--- config.mk ---
export PLATFORM = sky130hd
export DESIGN_NAME = alu_arbiter
export DESIGN_NICKNAME = d
export VERILOG_FILES = /design/src/rtl/alu_pkg.sv /design/src/rtl/alu_arbiter_rr_arbiter.sv /design/src/rtl/alu_arbiter.sv
export SDC_FILE = /design/constraint.sdc
export NUM_CORES = 1
export LEC_CHECK = 0
export ABC_AREA = 0
export BUFFER_PORTS_ARGS = -buffer_cell sky130_fd_sc_hd__buf_4
export CORE_AREA = 2 2 160 162
export DETAILED_ROUTE_END_ITERATION = 10
export DIE_AREA = 0 0 162 164
export SLEW_MARGIN = 20
export SYNTH_ARGS = -nofsm -noshare
export SYNTH_HDL_FRONTEND = slang
export SYNTH_HIERARCHICAL = 1
export SYNTH_SLANG_ARGS = --single-unit
--- constraint.sdc ---
create_clock -name clk -period 6.07 [get_ports clk]
set_input_delay 0.3035 -clock clk [delete_from_list [all_inputs] [get_ports clk]]
set_output_delay 0.3035 -clock clk [all_outputs]
set_load 0.01 [all_outputs]
--- src/rtl/alu_pkg.sv ---
// Shared types for the alu arbiter: alu opcode encoding, arbiter FSM states and
// the helper that flags the two opcodes the alu does not implement.
package alu_pkg;

    localparam int ALU_OP_W = 3;

    typedef enum logic [ALU_OP_W-1:0] {
        ALU_ADD = 3'b000,
        ALU_SUB = 3'b001,
        ALU_AND = 3'b100,
        ALU_OR  = 3'b101,
        ALU_XOR = 3'b110,
        ALU_NOT = 3'b111
    } alu_op_t;

    typedef enum logic [1:0] {
        ARB_IDLE = 2'd0,
        ARB_EXEC = 2'd1,
        ARB_RESP = 2'd2
    } arb_state_t;

    function automatic logic op_unsupported(input logic [ALU_OP_W-1:0] op);
        return op[2:1] == 2'b01;
    endfunction

endpackage

--- src/rtl/alu_arbiter_rr_arbiter.sv ---
// Round-robin picker: first set bit of req at or after ptr, wrapping, returned as
// a one-hot grant plus its index.
module rr_arbiter #(
    parameter  int NUM_REQ = 4,
    localparam int ID_W    = $clog2(NUM_REQ)
) (
    input  logic [NUM_REQ-1:0] req,
    input  logic [ID_W-1:0]    ptr,
    output logic [NUM_REQ-1:0] gnt,
    output logic [ID_W-1:0]    gnt_idx,
    output logic               gnt_any
);

    always_comb begin
        gnt     = '0;
        gnt_idx = '0;
        gnt_any = 1'b0;
        for (int i = 0; i < NUM_REQ; i++) begin
            if (!gnt_any && req[(int'(ptr) + i) % NUM_REQ]) begin
                gnt_any                             = 1'b1;
                gnt_idx                             = ID_W'((int'(ptr) + i) % NUM_REQ);
                gnt[(int'(ptr) + i) % NUM_REQ]      = 1'b1;
            end
        end
    end

endmodule

--- src/rtl/alu_arbiter.sv ---
// Shares one combinational alu among NUM_REQ requesters (round-robin, IDLE->EXEC->RESP).
// Define ALU_ARB_PERF_EN to add the perf_ops / perf_busy counters.
module alu_arbiter
    import alu_pkg::*;
#(
    parameter  int DATA_W  = 32,
    parameter  int NUM_REQ = 4,
    localparam int ID_W    = $clog2(NUM_REQ)
) (
    input  logic                        clk,
    input  logic                        rst,
    input  logic [NUM_REQ-1:0]          req_valid,
    output logic [NUM_REQ-1:0]          req_ready,
    input  logic [NUM_REQ*DATA_W-1:0]   req_in1,
    input  logic [NUM_REQ*DATA_W-1:0]   req_in2,
    input  logic [NUM_REQ*ALU_OP_W-1:0] req_opcode,
    output logic                        rsp_valid,
    input  logic                        rsp_ready,
    output logic [DATA_W-1:0]           rsp_data,
    output logic [ID_W-1:0]             rsp_id,
    output logic                        rsp_err,
    output logic [DATA_W-1:0]           alu_in1,
    output logic [DATA_W-1:0]           alu_in2,
    output logic [ALU_OP_W-1:0]         alu_opcode,
    output arb_state_t                  dbg_state,
    input  logic [DATA_W-1:0]           alu_out
`ifdef ALU_ARB_PERF_EN
    ,
    output logic [31:0]                 perf_ops,
    output logic [31:0]                 perf_busy
`endif
);

    // Handshakes: a request transfers when req_valid[i] & req_ready[i] on a clock edge,
    // a response when rsp_valid & rsp_ready; valid may drop before ready with no effect.
    arb_state_t            state_q, state_d;
    logic [ID_W-1:0]       rr_ptr_q, rr_ptr_d;
    logic [DATA_W-1:0]     op_in1_q, op_in1_d;
    logic [DATA_W-1:0]     op_in2_q, op_in2_d;
    logic [ALU_OP_W-1:0]   op_code_q, op_code_d;
    logic [ID_W-1:0]       op_id_q, op_id_d;
    logic                  rsp_valid_q, rsp_valid_d;
    logic [DATA_W-1:0]     rsp_data_q, rsp_data_d;
    logic [ID_W-1:0]       rsp_id_q, rsp_id_d;
    logic                  rsp_err_q, rsp_err_d;

    logic [NUM_REQ-1:0]    gnt;
    logic [ID_W-1:0]       gnt_idx;
    logic                  gnt_any;
    logic                  grant_en;
    logic                  accept;

    rr_arbiter #(.NUM_REQ(NUM_REQ)) u_rr (
        .req     (req_valid),
        .ptr     (rr_ptr_q),
        .gnt     (gnt),
        .gnt_idx (gnt_idx),
        .gnt_any (gnt_any)
    );

    // A new op may be taken when idle, or in the same cycle the held response drains.
    assign grant_en  = !rst && ((state_q == ARB_IDLE) || (state_q == ARB_RESP && rsp_ready));
    assign accept    = grant_en && gnt_any;
    assign req_ready = accept ? gnt : '0;

    always_comb begin
        state_d     = state_q;
        rr_ptr_d    = rr_ptr_q;
        op_in1_d    = op_in1_q;
        op_in2_d    = op_in2_q;
        op_code_d   = op_code_q;
        op_id_d     = op_id_q;
        rsp_valid_d = rsp_valid_q;
        rsp_data_d  = rsp_data_q;
        rsp_id_d    = rsp_id_q;
        rsp_err_d   = rsp_err_q;
        case (state_q)
            ARB_EXEC: begin
                rsp_err_d   = op_unsupported(op_code_q);
                rsp_data_d  = op_unsupported(op_code_q) ? '0 : alu_out;
                rsp_id_d    = op_id_q;
                rsp_valid_d = 1'b1;
                state_d     = ARB_RESP;
            end
            ARB_RESP: begin
                if (rsp_ready) begin
                    rsp_valid_d = 1'b0;
                    state_d     = ARB_IDLE;
                end
            end
            default: state_d = state_q;
        endcase
        if (accept) begin
            op_in1_d  = req_in1[int'(gnt_idx)*DATA_W +: DATA_W];
            op_in2_d  = req_in2[int'(gnt_idx)*DATA_W +: DATA_W];
            op_code_d = req_opcode[int'(gnt_idx)*ALU_OP_W +: ALU_OP_W];
            op_id_d   = gnt_idx;
            rr_ptr_d  = (gnt_idx == ID_W'(NUM_REQ - 1)) ? '0 : gnt_idx + ID_W'(1);
            state_d   = ARB_EXEC;
        end
    end

    always_ff @(posedge clk) begin
        if (rst) begin
            state_q     <= ARB_IDLE;
            rr_ptr_q    <= '0;
            op_in1_q    <= '0;
            op_in2_q    <= '0;
            op_code_q   <= '0;
            op_id_q     <= '0;
            rsp_valid_q <= 1'b0;
            rsp_data_q  <= '0;
            rsp_id_q    <= '0;
            rsp_err_q   <= 1'b0;
        end else begin
            state_q     <= state_d;
            rr_ptr_q    <= rr_ptr_d;
            op_in1_q    <= op_in1_d;
            op_in2_q    <= op_in2_d;
            op_code_q   <= op_code_d;
            op_id_q     <= op_id_d;
            rsp_valid_q <= rsp_valid_d;
            rsp_data_q  <= rsp_data_d;
            rsp_id_q    <= rsp_id_d;
            rsp_err_q   <= rsp_err_d;
        end
    end

    assign rsp_valid  = rsp_valid_q;
    assign rsp_data   = rsp_data_q;
    assign rsp_id     = rsp_id_q;
    assign rsp_err    = rsp_err_q;
    assign alu_in1    = op_in1_q;
    assign alu_in2    = op_in2_q;
    assign alu_opcode = op_code_q;
    assign dbg_state  = state_q;

`ifdef ALU_ARB_PERF_EN
    logic [31:0] perf_ops_q, perf_ops_d;
    logic [31:0] perf_busy_q, perf_busy_d;

    always_comb begin
        perf_ops_d  = perf_ops_q;
        perf_busy_d = perf_busy_q;
        if (rsp_valid_q && rsp_ready) perf_ops_d = perf_ops_q + 32'd1;
        if (state_q != ARB_IDLE)      perf_busy_d = perf_busy_q + 32'd1;
    end

    always_ff @(posedge clk) begin
        if (rst) begin
            perf_ops_q  <= '0;
            perf_busy_q <= '0;
        end else begin
            perf_ops_q  <= perf_ops_d;
            perf_busy_q <= perf_busy_d;
        end
    end

    assign perf_ops  = perf_ops_q;
    assign perf_busy = perf_busy_q;
`endif

endmodule

# [Word-level counts from Yosys, hierarchy flattened]
# Index checks and enable logic that the tools add are counted.
[op_classes] shifts=3 mul=1 n_reduce_logical=24 n_lt_le_gt_ge=8 bitwise_logic=6 n_mux=39 eq_ne=6 addsub=4
[ops] cell="$shiftx 128x8->32" count=2
[ops] cell="$mux 32" count=1
[ops] cell="$mux 4" count=5
[ops] cell="$mux 1" count=17
[ops] cell="$lt 3x4->1 const B" count=3
[ops] cell="$mux 2" count=6
[ops] cell="$or 4x4->4" count=3
[ops] cell="$shiftx 12x5->3" count=1
[ops] cell="$logic_and 1x1->1" count=10
[ops] cell="$ge 3x1->1 const B" count=3
[ops] cell="$bmux 1 s2" count=4
[ops] cell="$demux 1 s2" count=4
[ops] cell="$reduce_or 2->1" count=4
[ops] cell="$add 2x1->2 const B" count=2
[ops] cell="$add 2x2->2 const B" count=2
[ops] cell="$eq 2x1->1 const B" count=2
[ops] cell="$eq 2x2->1 const B" count=2
[ops] cell="$logic_not 1->1" count=4
[ops] cell="$mul 2x2->4 const B" count=1
[ops] cell="$pmux 2 s2" count=1
[ops] cell="$reduce_and 2->1" count=2
[ops] cell="$and 1x1->1 const A" count=3
[ops] cell="$lt 2x3->1 const B" count=1
[ops] cell="$ne 3x3->1 const B" count=1
[ops] cell="other kinds (7)" count=7
[word_totals] register_bits=109 output_inout_bits=109

# [Depth between registers and ports, before layout]
[depth] depth_word=17 depth_mapped=14

# [Hierarchy]
# Netlist, hierarchy kept.
[by_module_without_submodules] mod="alu_arbiter" n_inst=1 cells_per_inst=506 area_per_inst_um2=5664.2 seq_area_each_um2=2182.1
[by_module_without_submodules] mod="rr_arbiter" n_inst=1 cells_per_inst=45 area_per_inst_um2=419.2 seq_area_each_um2=0.0

# [Least setup slack after synthesis]
# No wires, ideal clock.
[synth_path] path_kind="register to register" startpoint="register rr_ptr_q[0]" endpoint="register op_in1_q[10], in the netlist alu_in1[10]" path_buffers=4 t_arrival_ns=2.926 stages_incl_launch_ff=14 path_slack_ns=3.015 setup_time_ns=0.128 synth_period_minus_slack_ns=3.055 path_cell_list="dfxtp_1 > buf_6 > inv_1 > ha_1 > mux4_2 > buf_6 > and2b_2 > o21ai_0 > o31ai_1 > buf_2 > buf_2 > mux4_2 > nand4_1 > o21ai_0"
[synth_between] elab_chain_cells=13
[synth_rtl] item="start, declared" line_no="alu_arbiter.sv:37" text="logic [ID_W-1:0] rr_ptr_q, rr_ptr_d;"
[synth_rtl] item="start signal, assigned" line_no="alu_arbiter.sv:117" text="rr_ptr_q <= rr_ptr_d;"
[synth_rtl] item="$add 2x1->2 / $bmux 1 s2 (equally long branches)" line_no="alu_arbiter_rr_arbiter.sv:19, alu_arbiter_rr_arbiter.sv:21"
[synth_rtl] item="$bmux 1 s2 / $mux 1 (equally long branches)" line_no="alu_arbiter_rr_arbiter.sv:19" text="if (!gnt_any && req[(int'(ptr) + i) % NUM_REQ]) begin"
[synth_rtl] item="$mux 1 (not written as such)" line_no="alu_arbiter_rr_arbiter.sv:19"
[synth_rtl] item="$mux 1 (not written as such) / $logic_not 1->1 (equally long branches)" line_no="alu_arbiter_rr_arbiter.sv:19"
[synth_rtl] item="$logic_and 1x1->1" line_no="alu_arbiter_rr_arbiter.sv:19"
[synth_rtl] item="$mux 1" line_no="alu_arbiter_rr_arbiter.sv:19"
[synth_rtl] item="$logic_not 1->1" line_no="alu_arbiter_rr_arbiter.sv:19"
[synth_rtl] item="$logic_and 1x1->1" line_no="alu_arbiter_rr_arbiter.sv:19"
[synth_rtl] item="$mux 1" line_no="alu_arbiter_rr_arbiter.sv:19"
[synth_rtl] item="$logic_not 1->1" line_no="alu_arbiter_rr_arbiter.sv:19"
[synth_rtl] item="$logic_and 1x1->1" line_no="alu_arbiter_rr_arbiter.sv:19"
[synth_rtl] item="$mux 2 *" line_no="alu_arbiter_rr_arbiter.sv:19"
[synth_rtl] item="named net gnt_idx[0]" line_no="alu_arbiter.sv:48" text="logic [ID_W-1:0] gnt_idx;"
[synth_rtl] item="$shiftx 128x8->32 *" line_no="alu_arbiter.sv:94" text="op_in1_d = req_in1[int'(gnt_idx)*DATA_W +: DATA_W];"
[synth_rtl] item="end signal, assigned" line_no="alu_arbiter.sv:118" text="op_in1_q <= op_in1_d;"
[synth_rtl] item="end, declared" line_no="alu_arbiter.sv:38" text="logic [DATA_W-1:0] op_in1_q, op_in1_d;"
# The timed path passes the listed nets; every way through them passes the cells marked *. The select of a mux whose other input is x is not followed.
# A chain may end at the register's enable or synchronous reset.

# [Final worst setup path]
[layout_path] startpoint="register rr_ptr_q[0]" endpoint="output req_ready[3]"
[layout_between] elab_chain_cells=14
[layout_rtl] item="$add 2x1->2 / $bmux 1 s2 (equally long branches)" line_no="alu_arbiter_rr_arbiter.sv:19"
[layout_rtl] item="$bmux 1 s2 / $mux 1 (equally long branches)" line_no="alu_arbiter_rr_arbiter.sv:19"
[layout_rtl] item="$mux 1 (not written as such)" line_no="alu_arbiter_rr_arbiter.sv:19"
[layout_rtl] item="$mux 1 (not written as such) / $logic_not 1->1 (equally long branches)" line_no="alu_arbiter_rr_arbiter.sv:19"
[layout_rtl] item="$logic_and 1x1->1" line_no="alu_arbiter_rr_arbiter.sv:19"
[layout_rtl] item="$mux 1" line_no="alu_arbiter_rr_arbiter.sv:19"
[layout_rtl] item="$logic_not 1->1" line_no="alu_arbiter_rr_arbiter.sv:19"
[layout_rtl] item="$logic_and 1x1->1" line_no="alu_arbiter_rr_arbiter.sv:19"
[layout_rtl] item="$mux 1" line_no="alu_arbiter_rr_arbiter.sv:19"
[layout_rtl] item="$logic_not 1->1" line_no="alu_arbiter_rr_arbiter.sv:19"
[layout_rtl] item="$logic_and 1x1->1" line_no="alu_arbiter_rr_arbiter.sv:19"
[layout_rtl] item="$mux 1 *" line_no="alu_arbiter_rr_arbiter.sv:19"
[layout_rtl] item="named net gnt_any" line_no="alu_arbiter.sv:49" text="logic gnt_any;"
[layout_rtl] item="$logic_and 1x1->1 *" line_no="alu_arbiter.sv:63" text="assign accept = grant_en && gnt_any;"
[layout_rtl] item="$mux 4 *" line_no="alu_arbiter.sv:64" text="assign req_ready = accept ? gnt : '0;"
[layout_rtl] item="end, declared" line_no="alu_arbiter.sv:13" text="output logic [NUM_REQ-1:0] req_ready,"
# Marks and branches as above.

==> impl_metrics.json <==
{
  "rows": 58,
  "cp.arrival_ns": 3.64,
  "place_area_um2": 9420,
  "async_reset_ff_share_pct": 0,
  "ys_seq_elements": 109,
  "grt_pass1_wl_mm": 35.5,
  "syn-cell-area_um2": 6080,
  "fin_nets": 1233,
  "status": "complete, no violations",
  "synth_warnings": 6,
  "synthTopCellsByArea": "dfxtp_1 36%, mux4_2 26%, nand2b_1 7.1%",
  "ys_types": 37,
  "first_pass_iters": 4,
  "drc": 0,
  "tritoncts": "built",
  "crit_type": "flip-flop to output pin",
  "worst_slew_pin_slew_ns": 1.04,
  "period_minus_slack_ns": 3.94,
  "final_util_pct": 39.2,
  "syn_area_per_cell_um2": 11.0,
  "postLayoutCellArea_um2": 9730,
  "stdcell_count": 1255,
  "cts_hold_buf": 0,
  "cts_made_buffers": 9,
  "overflow": 0,
  "final_antenna_net_count": 0,
  "antenna_found_initial": 0,
  "hold_viol": 0,
  "drt_iter0_markers": 278,
  "synth.most_common_cell": "dfxtp_1",
  "dp.cells": 1239,
  "synth.largest_area_cell": "dfxtp_1",
  "drive_gt1_share_pct": 56.3,
  "dieWidth_um": 162,
  "clkTransAtPathRegs_ns": 0.08,
  "drt-total-wl_mm": 24.0,
  "grt_usage_pct": 17.3,
  "fin_worst_skew_ns": 0.0110,
  "vias_per_cell": 4.89,
  "slew_viol_final": 0,
  "power_mw": 3.88,
  "yosysSeqAreaShare_pct": 35.9,
  "post-route-period-util_pct": 65.0,
  "cp-start-kind": "flip-flop",
  "clk_latency_ns": 0.36,
  "synth_nets": 864,
  "synth_edf_count": 0,
  "grt_max_degree": 81,
  "pwr_density_cell_nw_per_um2": 399,
  "wl_per_cell_um": 19.1,
  "netlist_instances": 551,
  "required_ns": 5.77,
  "pin_count": 416,
  "synth_top_area_share_pct": 35.9,
  "setup_viol": 0,
  "htree_levels": 3,
  "die_h_um": 164,
  "post_cts_buffers": 0,
  "cp-end-kind": "output pin",
  "port_buffers": 415,
  "yosys-top-cells-count": "109 x dfxtp_1, 69 x mux4_2, 69 x nand2b_1",
  "fin_setup_tns_ns": 0,
  "area_growth_pct": 59.9,
  "path_max_fanout": 36,
  "ctsLongestPathBuffers": 2,
  "vdd_drop_max_mv": 0.295,
  "max_freq_ghz": 0.254,
  "root_buffer": "clkbuf_16",
  "vias": 6141,
  "cap_violations": 0,
  "dieArea_um2": 26600,
  "place_congestion": 0.798,
  "grt_pass1_vias": 6108,
  "synth_flop_cell": "dfxtp_1",
  "start_util_pct": 24.5,
  "maxSlewHeadroom_pct": 30.9,
  "rsz0062_at_grt": "no",
  "diodes": 0,
  "hold_path.class": "input port to flip-flop",
  "coreArea_um2": 24800,
  "r2r_slack_ns": 2.16,
  "dp_hpwl_mm": 17.3,
  "clock_sinks": 109,
  "leakagePower_nw": 4.18,
  "cts_resized": 0
}
## final timing paths
check	startpoint	end	depth (start not counted)
worst max-delay path	rr_ptr_q[0]$_SDFFE_PP0P_	req_ready[3]	9
worst min-delay path	alu_out[23]	rsp_data[23]$_SDFFE_PP0P_	2
worst max register to register	rr_ptr_q[0]$_SDFFE_PP0P_	alu_in1[14]$_SDFFE_PP0P_	8
worst min register to register	alu_in1[30]$_SDFFE_PP0P_	alu_in1[30]$_SDFFE_PP0P_	2
## report_power, final
group          internal [mW]  switching, mW
sequential             0.960          0.151
combinational           1.16          0.988
clock                  0.300          0.321
## sequential cells by signal (all words and copies together) (netlist names)
signal / cells
alu_opcode: 3
rsp_valid: 1
rr_ptr_q: 2
op_id_q: 2
rsp_data: 32
alu_in2: 32
alu_in1: 32
rsp_id: 2
rsp_err: 1
dbg_state: 2
## layout by cell type (no fill, tap or decap), types with 3 or more instances in the layout
master / n
nand2b_1: 68
nor2b_1: 5
dfxtp_1: 109
a22o_1: 32
inv_1: 5
nor2_1: 7
clkbuf_16: 9
ha_1: 6
inv_8: 3
a21oi_1: 4
mux4_2: 69
mux2_1: 3
nand4_1: 68
o21ai_0: 15
a22oi_1: 8
and2_1: 4
o21ai_1: 57
mux2i_1: 4
buf_4: 423
## routing by layer
| metal | vias to the layer above | global-route usage, % | part of all wire [%] |
|---|---|---|---|
| li1 | 2883 | - | - |
| met1 | 2977 | 21.3 | 41 |
| met2 | 262 | 30.5 | 51 |
| met3 | 19 | 4.04 | 6.6 |
| met4 | 0 | 4.63 | 1.5 |
| met5 | - | 0 | 0 |
## cells by family (layout without fill, tap and decap cells)
logic type / after synthesis / in the layout / synth area share (%)
and+or+nand+nor: 163 / 163 / 16.8
AOI/OAI and AO/OA: 122 / 122 / 12.7
DFF: 109 / 109 / 35.9
muxes: 80 / 80 / 28.0
buffers and inverters: 71 / 445 / 5.43
adders and majority gates: 6 / 6 / 1.23
## final cells by class
| cell class | count | area (µm²) |
|---|---|---|
| multi-input combinational | 371 | 3620 |
| timing repair buffer | 423 | 3180 |
| fill | 2446 | 15100 |
| inverter | 6 | 22.5 |
| sequential | 109 | 2180 |
| tap | 330 | 413 |
| clock inverter | 7 | 83.8 |
| clock buffer | 9 | 225 |
## per-stage QoR
step,setup WS [ns],hold slack [ns]
floorplan,3.02,0.421
global placement,2.31,0.453
detailed placement,2.17,0.456
CTS,2.10,0.129
global route,1.78,0.131
finish,2.13,0.154
## worst max-delay path, cell delays in order (launching register included)
cell	delay, ns
dfxtp_1	0.72
inv_1	0.19
ha_1	0.40
mux4_2	0.44
nor3_1	0.35
nand2b_1	0.12
nor2b_4	0.14
and3_2	0.48
and2_1	0.29
buf_4	0.14
Power figures use the tool's default switching activity.
